--- src/rtl/pc_update_ctrl.sv ---
// PC-source mux sequencer: services PC-update requests and runs the exception vector sequence.
// Optional double-fault halt is enabled by defining PCCTRL_DOUBLE_FAULT_EN.
module pc_update_ctrl #(
   parameter int MEM_LATENCY  = 2,
   parameter int VEC_OPCODE   = 253,
   parameter int VEC_OVERFLOW = 254,
   parameter int VEC_DIV0     = 255
) (
   input  logic        clk,
   input  logic        reset,
   input  logic        req_valid,
   input  logic [2:0]  req_type,
   input  logic        branch_cond,
   input  logic        exc_opcode,
   input  logic        exc_overflow,
   input  logic        exc_div0,
   output logic [2:0]  pcsrc_selector,
   output logic        pc_write,
   output logic        epc_write,
   output logic        mem_read,
   output logic [31:0] exc_addr,
   output logic        busy,
   output logic        done,
   output logic        exc_taken
`ifdef PCCTRL_DOUBLE_FAULT_EN
   ,
   output logic        double_fault
`endif
);

   typedef enum logic [2:0] {
      IDLE,
      UPDATE,
      EXC_SAVE,
      EXC_FETCH,
      EXC_LOAD
`ifdef PCCTRL_DOUBLE_FAULT_EN
      ,
      HALT
`endif
   } state_t;

   localparam logic [2:0] CNT_LAST = 3'(MEM_LATENCY - 1);

   state_t      state_q;
   logic [2:0]  cnt_q;
   logic [7:0]  vec_q;
   logic [2:0]  sel_q;
   logic        pcw_q;
   logic        epcw_q;
   logic        mr_q;
   logic [31:0] addr_q;
   logic        busy_q;
   logic        done_q;
   logic        exct_q;
`ifdef PCCTRL_DOUBLE_FAULT_EN
   logic        df_q;
`endif

   logic exc_any;
   assign exc_any = exc_opcode | exc_overflow | exc_div0;

   // Outputs are registered against the state being entered, so each output
   // reflects the state the FSM occupies during that cycle.
   always_ff @(posedge clk) begin
      if (!reset) begin
         state_q <= IDLE;
         cnt_q   <= '0;
         vec_q   <= '0;
         sel_q   <= '0;
         pcw_q   <= 1'b0;
         epcw_q  <= 1'b0;
         mr_q    <= 1'b0;
         addr_q  <= '0;
         busy_q  <= 1'b0;
         done_q  <= 1'b0;
         exct_q  <= 1'b0;
`ifdef PCCTRL_DOUBLE_FAULT_EN
         df_q    <= 1'b0;
`endif
      end else begin
         pcw_q  <= 1'b0;
         epcw_q <= 1'b0;
         mr_q   <= 1'b0;
         addr_q <= '0;
         done_q <= 1'b0;
         exct_q <= 1'b0;
         case (state_q)
            IDLE: begin
               if (exc_any) begin
                  state_q <= EXC_SAVE;
                  busy_q  <= 1'b1;
                  epcw_q  <= 1'b1;
                  if (exc_opcode)        vec_q <= 8'(VEC_OPCODE);
                  else if (exc_overflow) vec_q <= 8'(VEC_OVERFLOW);
                  else                   vec_q <= 8'(VEC_DIV0);
               end else if (req_valid) begin
                  state_q <= UPDATE;
                  busy_q  <= 1'b1;
                  done_q  <= 1'b1;
                  case (req_type)
                     3'd0:    begin sel_q <= 3'b000; pcw_q <= 1'b1;        end
                     3'd1:    begin sel_q <= 3'b001; pcw_q <= 1'b1;        end
                     3'd2:    begin sel_q <= 3'b010; pcw_q <= 1'b1;        end
                     3'd3:    begin sel_q <= 3'b010; pcw_q <= branch_cond; end
                     3'd4:    begin sel_q <= 3'b011; pcw_q <= 1'b1;        end
                     default: begin sel_q <= 3'b000; pcw_q <= 1'b0;        end
                  endcase
               end
            end
            UPDATE: begin
               state_q <= IDLE;
               busy_q  <= 1'b0;
            end
            EXC_SAVE: begin
`ifdef PCCTRL_DOUBLE_FAULT_EN
               if (exc_any) begin
                  state_q <= HALT;
                  df_q    <= 1'b1;
               end else
`endif
               begin
                  state_q <= EXC_FETCH;
                  cnt_q   <= '0;
                  mr_q    <= 1'b1;
                  addr_q  <= {24'd0, vec_q};
               end
            end
            EXC_FETCH: begin
`ifdef PCCTRL_DOUBLE_FAULT_EN
               if (exc_any) begin
                  state_q <= HALT;
                  df_q    <= 1'b1;
               end else
`endif
               if (cnt_q == CNT_LAST) begin
                  state_q <= EXC_LOAD;
                  sel_q   <= 3'b100;
                  pcw_q   <= 1'b1;
                  done_q  <= 1'b1;
                  exct_q  <= 1'b1;
               end else begin
                  cnt_q  <= cnt_q + 3'd1;
                  mr_q   <= 1'b1;
                  addr_q <= {24'd0, vec_q};
               end
            end
            EXC_LOAD: begin
               state_q <= IDLE;
               busy_q  <= 1'b0;
            end
`ifdef PCCTRL_DOUBLE_FAULT_EN
            HALT: state_q <= HALT;
`endif
            default: begin
               state_q <= IDLE;
               busy_q  <= 1'b0;
            end
         endcase
      end
   end

   assign pcsrc_selector = sel_q;
   assign pc_write       = pcw_q;
   assign epc_write      = epcw_q;
   assign mem_read       = mr_q;
   assign exc_addr       = addr_q;
   assign busy           = busy_q;
   assign done           = done_q;
   assign exc_taken      = exct_q;
`ifdef PCCTRL_DOUBLE_FAULT_EN
   assign double_fault   = df_q;
`endif

endmodule

--- config.mk ---
export PLATFORM = sky130hd
export DESIGN_NAME = pc_update_ctrl
export DESIGN_NICKNAME = d
export VERILOG_FILES = /design/src/rtl/pc_update_ctrl.sv
export SDC_FILE = /design/constraint.sdc
export NUM_CORES = 1
export LEC_CHECK = 0
export ABC_CLOCK_PERIOD_IN_PS = 1800
export CORE_ASPECT_RATIO = 0.75
export CORE_MARGIN = 10
export CORE_UTILIZATION = 41
export CTS_CLUSTER_DIAMETER = 100
export DETAILED_ROUTE_END_ITERATION = 7
export PLACE_DENSITY = 0.92
export SLEW_MARGIN = 20
export SYNTH_ARGS = -nofsm -noshare
export SYNTH_HDL_FRONTEND = slang
export SYNTH_SLANG_ARGS = --single-unit
--- constraint.sdc ---
create_clock -name clk -period 1.8 [get_ports clk]
set_input_delay 0.54 -clock clk [delete_from_list [all_inputs] [get_ports clk]]
set_output_delay 0.54 -clock clk [all_outputs]
set_load 0.05 [all_outputs]
==> results.yml, run 1 <==
floorplanning:
  die_x_um: 80.11
  start_util_pct: 42.69
  die_h_um: 65.09
  ios: 51
  fp-row-count: 16
  fp.dieArea_um2: 5214
  coreArea_um2: 2603
layout:
  syn_to_final_growth_pct: 22.41
  final_cell_mix: "24 x conb_1, 20 x dfxtp_1, 14 x buf_4"
  drive_above_1_share_pct: 23.19
  final_common_cell: "conb_1"
  diodes: 0
  nets: 151
routing:
  dr.pass1.iters: 3
  vias_per_cell: 4.511
  vias: 785
  drtIter0Drc: 45
  wirelength_um: 2411
  drc: 0
  routedWlPerCell_um: 13.86
  ant_nets: 0
critical_path:
  critical_path_arrival_ps: 1760
  cp_slowest_cell: "clkdlybuf4s50_1"
  cp_data_required_time_ps: 2010
  reg2reg_from: "cnt_q[1]"
  start_kind: "input pin"
  cp_max_fo: 4
  crit_start: "exc_overflow"
  crit_path_end_kind: "flip-flop"
  slowest_delay_ps: 480
  worstRegToRegCells: 5
  path_class: "in -> reg"
  path_cells: "clkdlybuf4s50_1 -> nor4b_4 -> a21boi_0 -> o21a_1"
global_route:
  grt_pass1_wl_um: 3801
  grt_max_degree: 16
  antenna_found_initial: 0
  overflow: 0
  track_usage_pct: 8.874
  grt_pass1_vias: 815
hold_path:
  min_path_type: "reg -> reg"
  worst_hold_path.num_cells: 1
  hold_start: "vec_q[0]"
power_and_ir_drop:
  p_leak_uw: 0.0006124
  power_uw: 1060
  ir_worst_vdd_mv: 0.2558
  p_per_area_nw_per_um2: 779.3
clock_network:
  cts_tree: "built"
  insertion_delay_ps: 300
  ctsHtreeMaxLevel: 1
  postCtsHoldBufs: 0
  cts_root_buf: "clkbuf_4"
  numCtsBuffers: 3
  path_clk_slew_ps: 120
  clock_path_buffers: 2
  clkSinkCount: 21
logic_synthesis:
  synth_area_leaders: "dfxtp_1 38%, buf_4 20%, o21a_1 3.4%"
  synth_top_area_share_pct: 37.84
  synth-edff-count: 0
  synth_top_area_cell: "dfxtp_1"
  synth_cells: 113
  netlist_area_um2: 1111
  seq_area_frac_synth_pct: 37.84
  yosys_warnings: 0
  synth_area_per_cell_um2: 9.832
  ys_async_sr_fraction_pct: 0
  ys.flop_type: "dfxtp_1"
  synthDistinctLibCells: 38
  synth-seq-cells: 21
sta:
  skew_ps: 11.01
  setup_violations: 0
  fmax_mhz: 646.2
  fin_ws_ps: 252.4
  fin_crit_ps: 1548
  maxSlewViolCount: 0
  rsz0062_at_grt: "no"
  hold_viol_final: 0
  post-route-period-util_pct: 85.98
flow_run:
  cap_violations: 0
placement:
  post-place-ws_ps: -77.96
  dpl.hpwl_um: 2037
  port_buffers: 26
  routabilityCongestion: 0.8144
run_status:
  status: "complete, no violations"
-- per-stage QoR --
step	utilization, %	TNS (ps)	cells	hold WS (ps)	instance area [um^2]
6_report	52.26	0	174	467.1	1360
5_1_grt	52.26	0	174	493.8	1360
4_1_cts	52.21	0	174	473.1	1359
3_5_place_dp	51.15	-208.0	170	452.3	1331
3_3_place_gp	51.15	-9.425	170	438.5	1331
2_1_floorplan	-	0	136	430.5	1197
-- Yosys cell counts, drive strengths merged (2+ instances only) --
library cell / number
nor2b: 5
dfxtp: 21
nand2: 4
o21ai: 4
ha: 2
mux2i: 2
and3: 3
nor3: 2
a21boi: 4
a22oi: 2
buf: 30
o21a: 5
nor2: 2
o211a: 2
nand3b: 4
and2: 4
-- area by class of cell --
type | count | area, um^2
Clock buffer | 3 | 22.52
Sequential cell | 21 | 421.7
Multi-Input combinational cell | 83 | 546.8
Timing Repair Buffer | 29 | 315.3
Fill cell | 225 | 1242
Inverter | 1 | 3.754
Tap cell | 36 | 45.04
Clock inverter | 1 | 5.005
-- cell families after synthesis --
| family | after synthesis | share of synthesized area (%) |
|---|---|---|
| simple gates | 33 | 21.96 |
| xor+xnor | 1 | 0.7884 |
| other cells | 1 | 0.3375 |
| buf+inv | 32 | 20.72 |
| fa+ha+maj | 2 | 2.252 |
| compound gates | 21 | 14.30 |
| mux | 2 | 1.802 |
| flops | 21 | 37.84 |
-- what timing repair did --
item / in CTS / in global routing
hold endpoints to repair: 0 / 0
gates resized for setup: 0 / 1
setup endpoints to repair: 0 / 6
setup buffers: 0 / 0
-- worst paths after layout --
path	end	slack [ps]
setup / recovery	pcsrc_selector[2]	250
hold / removal	exc_addr[0]	470
setup reg to reg	pcsrc_selector[1]	360
hold reg to reg	exc_addr[0]	470
-- worst max-delay path, delay by kind of cell --
kind | cells | cell delay (ps)
AO/OA/AOI/OAI | 2 | 330
buffers and inverters | 1 | 480
AND/OR/NAND/NOR | 1 | 410
-- layer usage --
| layer | track usage [%] | wire (um) |
|---|---|---|
| met5 | 0 | 0 |
| met4 | 1.974 | 13 |
| met3 | 3.444 | 133 |
| met2 | 16.50 | 1249 |
| met1 | 9.148 | 1014 |
-- state kept, by name, summed over array words and instances (netlist names), 3 cells and up --
register	flops
state_q	3
pcsrc_selector	3
exc_addr	3
cnt_q	3
vec_q	3
-- power breakdown --
part	total [uW]	internal [uW]	leakage [uW]	switching (uW)
logic	327	96.5	0.000423	231
clock network	220	82.8	0.0000177	137
registers	513	490	0.000172	22.4
total	1060	669	0.000612	390
Power figures use the tool's default switching activity.
==> run 2, diff against run 1 <==
CORE_MARGIN = not set   (was 10)
SLEW_MARGIN = 10   (was 20)
==> run 2 against run 1 <==
Non-clock buffer count increased by 2. Core utilization is 4.4 points higher. Clock power up 4%. Worst hold slack gained 15 ps. Sequential share of layout area down 0.28 points. Sequential power hardly changed. Wire length fell by 16%. Sequential cell count stayed put. Largest cell class unchanged. Largest power group unchanged.
==> results.yml, run 2 (synthesis results as in run 1) <==
run_status:
  status: "complete, no violations"
routing:
  drtIter0Drc: 7
  drc: 0
  vias_per_cell: 4.701
  dr.pass1.iters: 6
  routedWlPerCell_um: 11.66
  ant_nets: 0
  vias: 818
  wirelength_um: 2028
layout:
  utilization_pct: 56.69
  seqCellArea_um2: 421.7
  drive_above_1_share_pct: 24.29
  final_cells: 174
  nets: 153
  diodes: 0
  syn_to_final_growth_pct: 23.54
  multi_input_area_um2: 546.8
  fillers: 206
  final_cell_mix: "24 x conb_1, 20 x dfxtp_1, 16 x buf_4"
  final_common_cell: "conb_1"
placement:
  routabilityCongestion: 0.7122
  dpl.hpwl_um: 1640
  port_buffers: 26
  place_inst: 170
global_route:
  track_usage_pct: 15.00
  grt_max_degree: 13
  overflow: 0
  antenna_found_initial: 0
  grt_pass1_vias: 699
  grt_pass1_wl_um: 3229
floorplanning:
  start_util_pct: 45.89
  die_h_um: 47.09
  fp.dieArea_um2: 2924
  coreArea_um2: 2421
  fp-row-count: 15
  die_x_um: 62.11
  ios: 51
critical_path:
  path_cells: "buf_12"
  r2r_end: "pcsrc_selector[1]"
  start_kind: "flip-flop"
  critical_path_arrival_ps: 1020
  cpLargestDelayFamily: "flip-flops"
  worstRegToRegCells: 5
  path_class: "reg -> out"
  path_buf_inv: 1
  r2r_slack_ps: 330
  cp_data_required_time_ps: 1260
  slowest_delay_ps: 530
  crit_path_end_kind: "output pin"
  reg2reg_from: "cnt_q[1]"
  cp_max_fo: 6
  cp.depth: 1
  cp_slowest_cell: "dfxtp_2"
clock_network:
  path_clk_slew_ps: 110
  cts_setup_buffers: 0
  cts_tree: "built"
  ctsHtreeMaxLevel: 1
  clkSinkCount: 21
  postCtsHoldBufs: 0
  clock_path_buffers: 2
  cts_root_buf: "clkbuf_4"
  insertion_delay_ps: 310
  numCtsBuffers: 3
power_and_ir_drop:
  ir_worst_vdd_mv: 0.4264
  p_per_area_nw_per_um2: 778.2
  p_leak_uw: 0.0006220
  power_uw: 1068
sta:
  skew_ps: 2.342
  hold_viol_final: 0
  setup_violations: 0
  maxSlewViolCount: 0
  post-route-period-util_pct: 86.87
  rsz0062_at_grt: "no"
  fin_crit_ps: 1564
  fmax_mhz: 639.5
flow_run:
  cap_violations: 0
hold_path:
  whs_endpoint: "exc_addr[1]"
  hold_start: "vec_q[1]"
  worst_hold_path.num_cells: 1
  min_path_type: "reg -> reg"
[run 2: cell count changes in the layout (fill, tap and decap cells not counted)]
cell | previous run | this run
buf_4 | 14 | 16
[run 2: through the flow]
step	setup TNS (ps)	worst slack, ps	hold WS, ps	cell area [um^2]
final	0	236.4	482.1	1373
after global routing	0	196.8	498.0	1373
after CTS	0	29.10	477.7	1371
after detailed placement	-262.2	-79.03	449.8	1344
after global placement	0	5.523	439.8	1344
after floorplan	0	286.7	430.5	1197
[run 2: cell type report]
class | count | share of cell area, %
Timing Repair Buffer | 31 | 24.07
Tap cell | 34 | 3.099
Sequential cell | 21 | 30.72
Multi-Input combinational cell | 83 | 39.84
Clock inverter | 1 | 0.3646
Inverter | 1 | 0.2735
Clock buffer | 3 | 1.641
[run 2: worst reg2reg max path: stages (launching register included)]
cell,delay (ps)
dfxtp_1,360
inv_1,70
ha_1,220
and3b_2,270
a22oi_2,280
mux2i_1,220
[run 2: where the power goes]
group	internal [uW]	switching [uW]	leakage, uW
registers	490	21.7	0.000172
logic	99.3	229	0.000432
clock network	83.1	145	0.0000177
[run 2: how the worst max path moves through the flow]
stage          slack (ps)    startpoint                end
2_1_floorplan         290   exc_addr[6]        exc_addr[3]
3_3_place_gp            6  exc_overflow  pcsrc_selector[2]
3_5_place_dp          -80  exc_overflow  pcsrc_selector[2]
4_1_cts                30   exc_addr[6]        exc_addr[4]
5_1_grt               200  exc_overflow           pc_write
6_report              240   exc_addr[6]        exc_addr[4]
[run 2: repair_timing]
action | 4_1_cts | 5_1_grt
gates resized for setup | 0 | 1
endpoints found under the setup margin | 0 | 6
endpoints found under the hold margin | 0 | 0
[run 2: per-layer routing]
metal,up-vias,share of wire [%],track usage (%)
met5,-,0,0
met4,0,0.74,5.581
met3,5,8.1,6.311
met2,35,47,27.69
met1,382,44,16.15
li1,396,-,-
==> run 3, diff against run 2 <==
ABC_CLOCK_PERIOD_IN_PS = 1500   (was 1800)
clock period = 1.5 ns   (was 1.8 ns; I/O delays follow)
==> run 3 against run 2 <==
Worst setup slack worse by 190 ps. Critical path depth increased by 1. Clock skew rose by 0.82 ps. Cell area increased by 11%. First-iteration DRC count grew to 2.7 times the previous value. Sequential power up 20%. Core utilization is 6.4 points higher. Critical endpoint unchanged. Highest routed layer unchanged.
==> results.yml, run 3 (synthesis results as in run 1) <==
critical_path:
  slowest_delay_ps: 330
  crit_path_end_kind: "output pin"
  r2r_slack_ps: 50
  crit_start: "exc_addr[6]"
  path_class: "reg -> out"
  start_kind: "flip-flop"
  cp_max_fo: 6
  crit_end: "exc_addr[4]"
  path_cells: "buf_4 -> buf_12"
  reg2reg_from: "cnt_q[1]"
  r2r_end: "pcsrc_selector[0]"
  worstRegToRegCells: 5
  cp_slowest_cell: "dfxtp_1"
  critical_path_arrival_ps: 1000
  cp_data_required_time_ps: 1050
floorplanning:
  fp-row-count: 15
  ios: 51
  start_util_pct: 45.89
  die_x_um: 62.11
  coreArea_um2: 2421
  die_h_um: 47.09
  fp.dieArea_um2: 2924
clock_network:
  clock_path_buffers: 2
  insertion_delay_ps: 310
  cts_tree: "built"
  postCtsHoldBufs: 0
  numCtsBuffers: 3
  cts_root_buf: "clkbuf_4"
  path_clk_slew_ps: 110
  ctsHtreeMaxLevel: 1
  clkSinkCount: 21
routing:
  routedWlPerCell_um: 12.43
  drtIter0Drc: 19
  wirelength_um: 2187
  drc: 0
  vias: 830
  dr.pass1.iters: 4
  vias_per_cell: 4.716
  ant_nets: 0
global_route:
  antenna_found_initial: 0
  grt_pass1_vias: 770
  track_usage_pct: 16.28
  grt_use_met3_pct: 8.010
  use_met1_pct: 17.37
  gr-usage-met2_pct: 28.35
  grt_pass1_wl_um: 3539
  grt_max_degree: 13
  overflow: 0
  grt.busiest_layer: "met2"
power_and_ir_drop:
  swShare_pct: 36.65
  clkPwrFrac_pct: 20.5
  p_seq_share_pct: 46.6
  p_switching_uw: 485.1
  p_per_area_nw_per_um2: 866.3
  p_leak_uw: 0.0006644
  combinationalPowerShare_pct: 32.9
  ir_worst_vdd_mv: 0.6971
  p_int_uw: 838.4
sta:
  skew_ps: 3.162
  setup_violations: 0
  fin_ws_ps: 47.89
  fin_crit_ps: 1452
  hold_viol_final: 0
  fmax_mhz: 688.7
  maxSlewViolCount: 0
  setup_tns_ps: 0
  post-route-period-util_pct: 96.81
  holdWs_ps: 476.2
layout:
  diodes: 0
  final_common_cell: "conb_1"
  fillers: 187
  syn_to_final_growth_pct: 37.50
  drive_above_1_share_pct: 26.06
  final_cell_mix: "24 x conb_1, 20 x dfxtp_1, 17 x buf_12"
  nets: 155
  utilization_pct: 63.10
  final_cells: 176
placement:
  port_buffers: 26
  place_inst: 171
  routabilityCongestion: 0.7358
  dpl.hpwl_um: 1765
  post-place-ws_ps: -270.2
hold_path:
  min_path_type: "reg -> reg"
run_status:
  status: "complete, no violations"
flow_run:
  cap_violations: 0
==> run 3: cell count changes in the layout (fill, tap and decap cells not counted) <==
cell,change
buf_12,+11
ha_1,-1
buf_4,-9
ha_2,+1
==> run 3: power by group through the flow <==
| stage | logic (uW) | clock network [uW] | registers, uW |
|---|---|---|---|
| 5_1_grt | 455 | 308 | 620 |
| 3_3_place_gp | 422 | 0 | 626 |
| 6_report | 435 | 272 | 616 |
| 4_1_cts | 434 | 288 | 617 |
| 3_5_place_dp | 434 | 0 | 630 |
| 2_1_floorplan | 296 | 0 | 665 |
==> run 3: layout make-up <==
class,count,area (um^2),area share [%]
flip-flops and latches,21,421.7,27.60
clock buffers,3,22.52,1.474
well taps,34,42.54,2.785
inverters,1,3.754,0.2457
multi-input cells,83,549.3,35.95
repair buffers,33,483.0,31.61
clock inverters,1,5.005,0.3276
==> run 3: per-stage QoR <==
| step | total power, uW | cell area [um^2] |
|---|---|---|
| after floorplan | 961.5 | 1197 |
| after global placement | 1048 | 1489 |
| after detailed placement | 1064 | 1489 |
| after CTS | 1339 | 1516 |
| after global routing | 1383 | 1528 |
| final | 1323 | 1528 |
==> run 3: layer usage <==
metal  share of wire [%]  wire (um)
met2                  50       1094
met5                   0          0
met3                 9.4        206
met4                 1.9         41
met1                  39        844
==> run 3: worst min path at each step <==
stage	startpoint	endpoint	slack (ps)	depth (start not counted)
2_1_floorplan	vec_q[6]	exc_addr[6]	430	1
3_3_place_gp	vec_q[6]	vec_q[6]	440	1
3_5_place_dp	vec_q[6]	exc_addr[6]	450	1
4_1_cts	vec_q[6]	exc_addr[6]	480	1
5_1_grt	vec_q[6]	vec_q[6]	490	1
6_report	vec_q[0]	exc_addr[0]	480	1
==> run 3: critical path, delay by kind of cell (launching register included) <==
kind	cells	cell delay [ps]
flops	1	330
buf+inv	2	370
==> run 3: repair_timing <==
| action | CTS | global route |
|---|---|---|
| endpoints found under the setup margin | 1 | 3 |
| pin swaps | 1 | 1 |
| gates resized for setup | 0 | 2 |
| setup buffers | 0 | 1 |
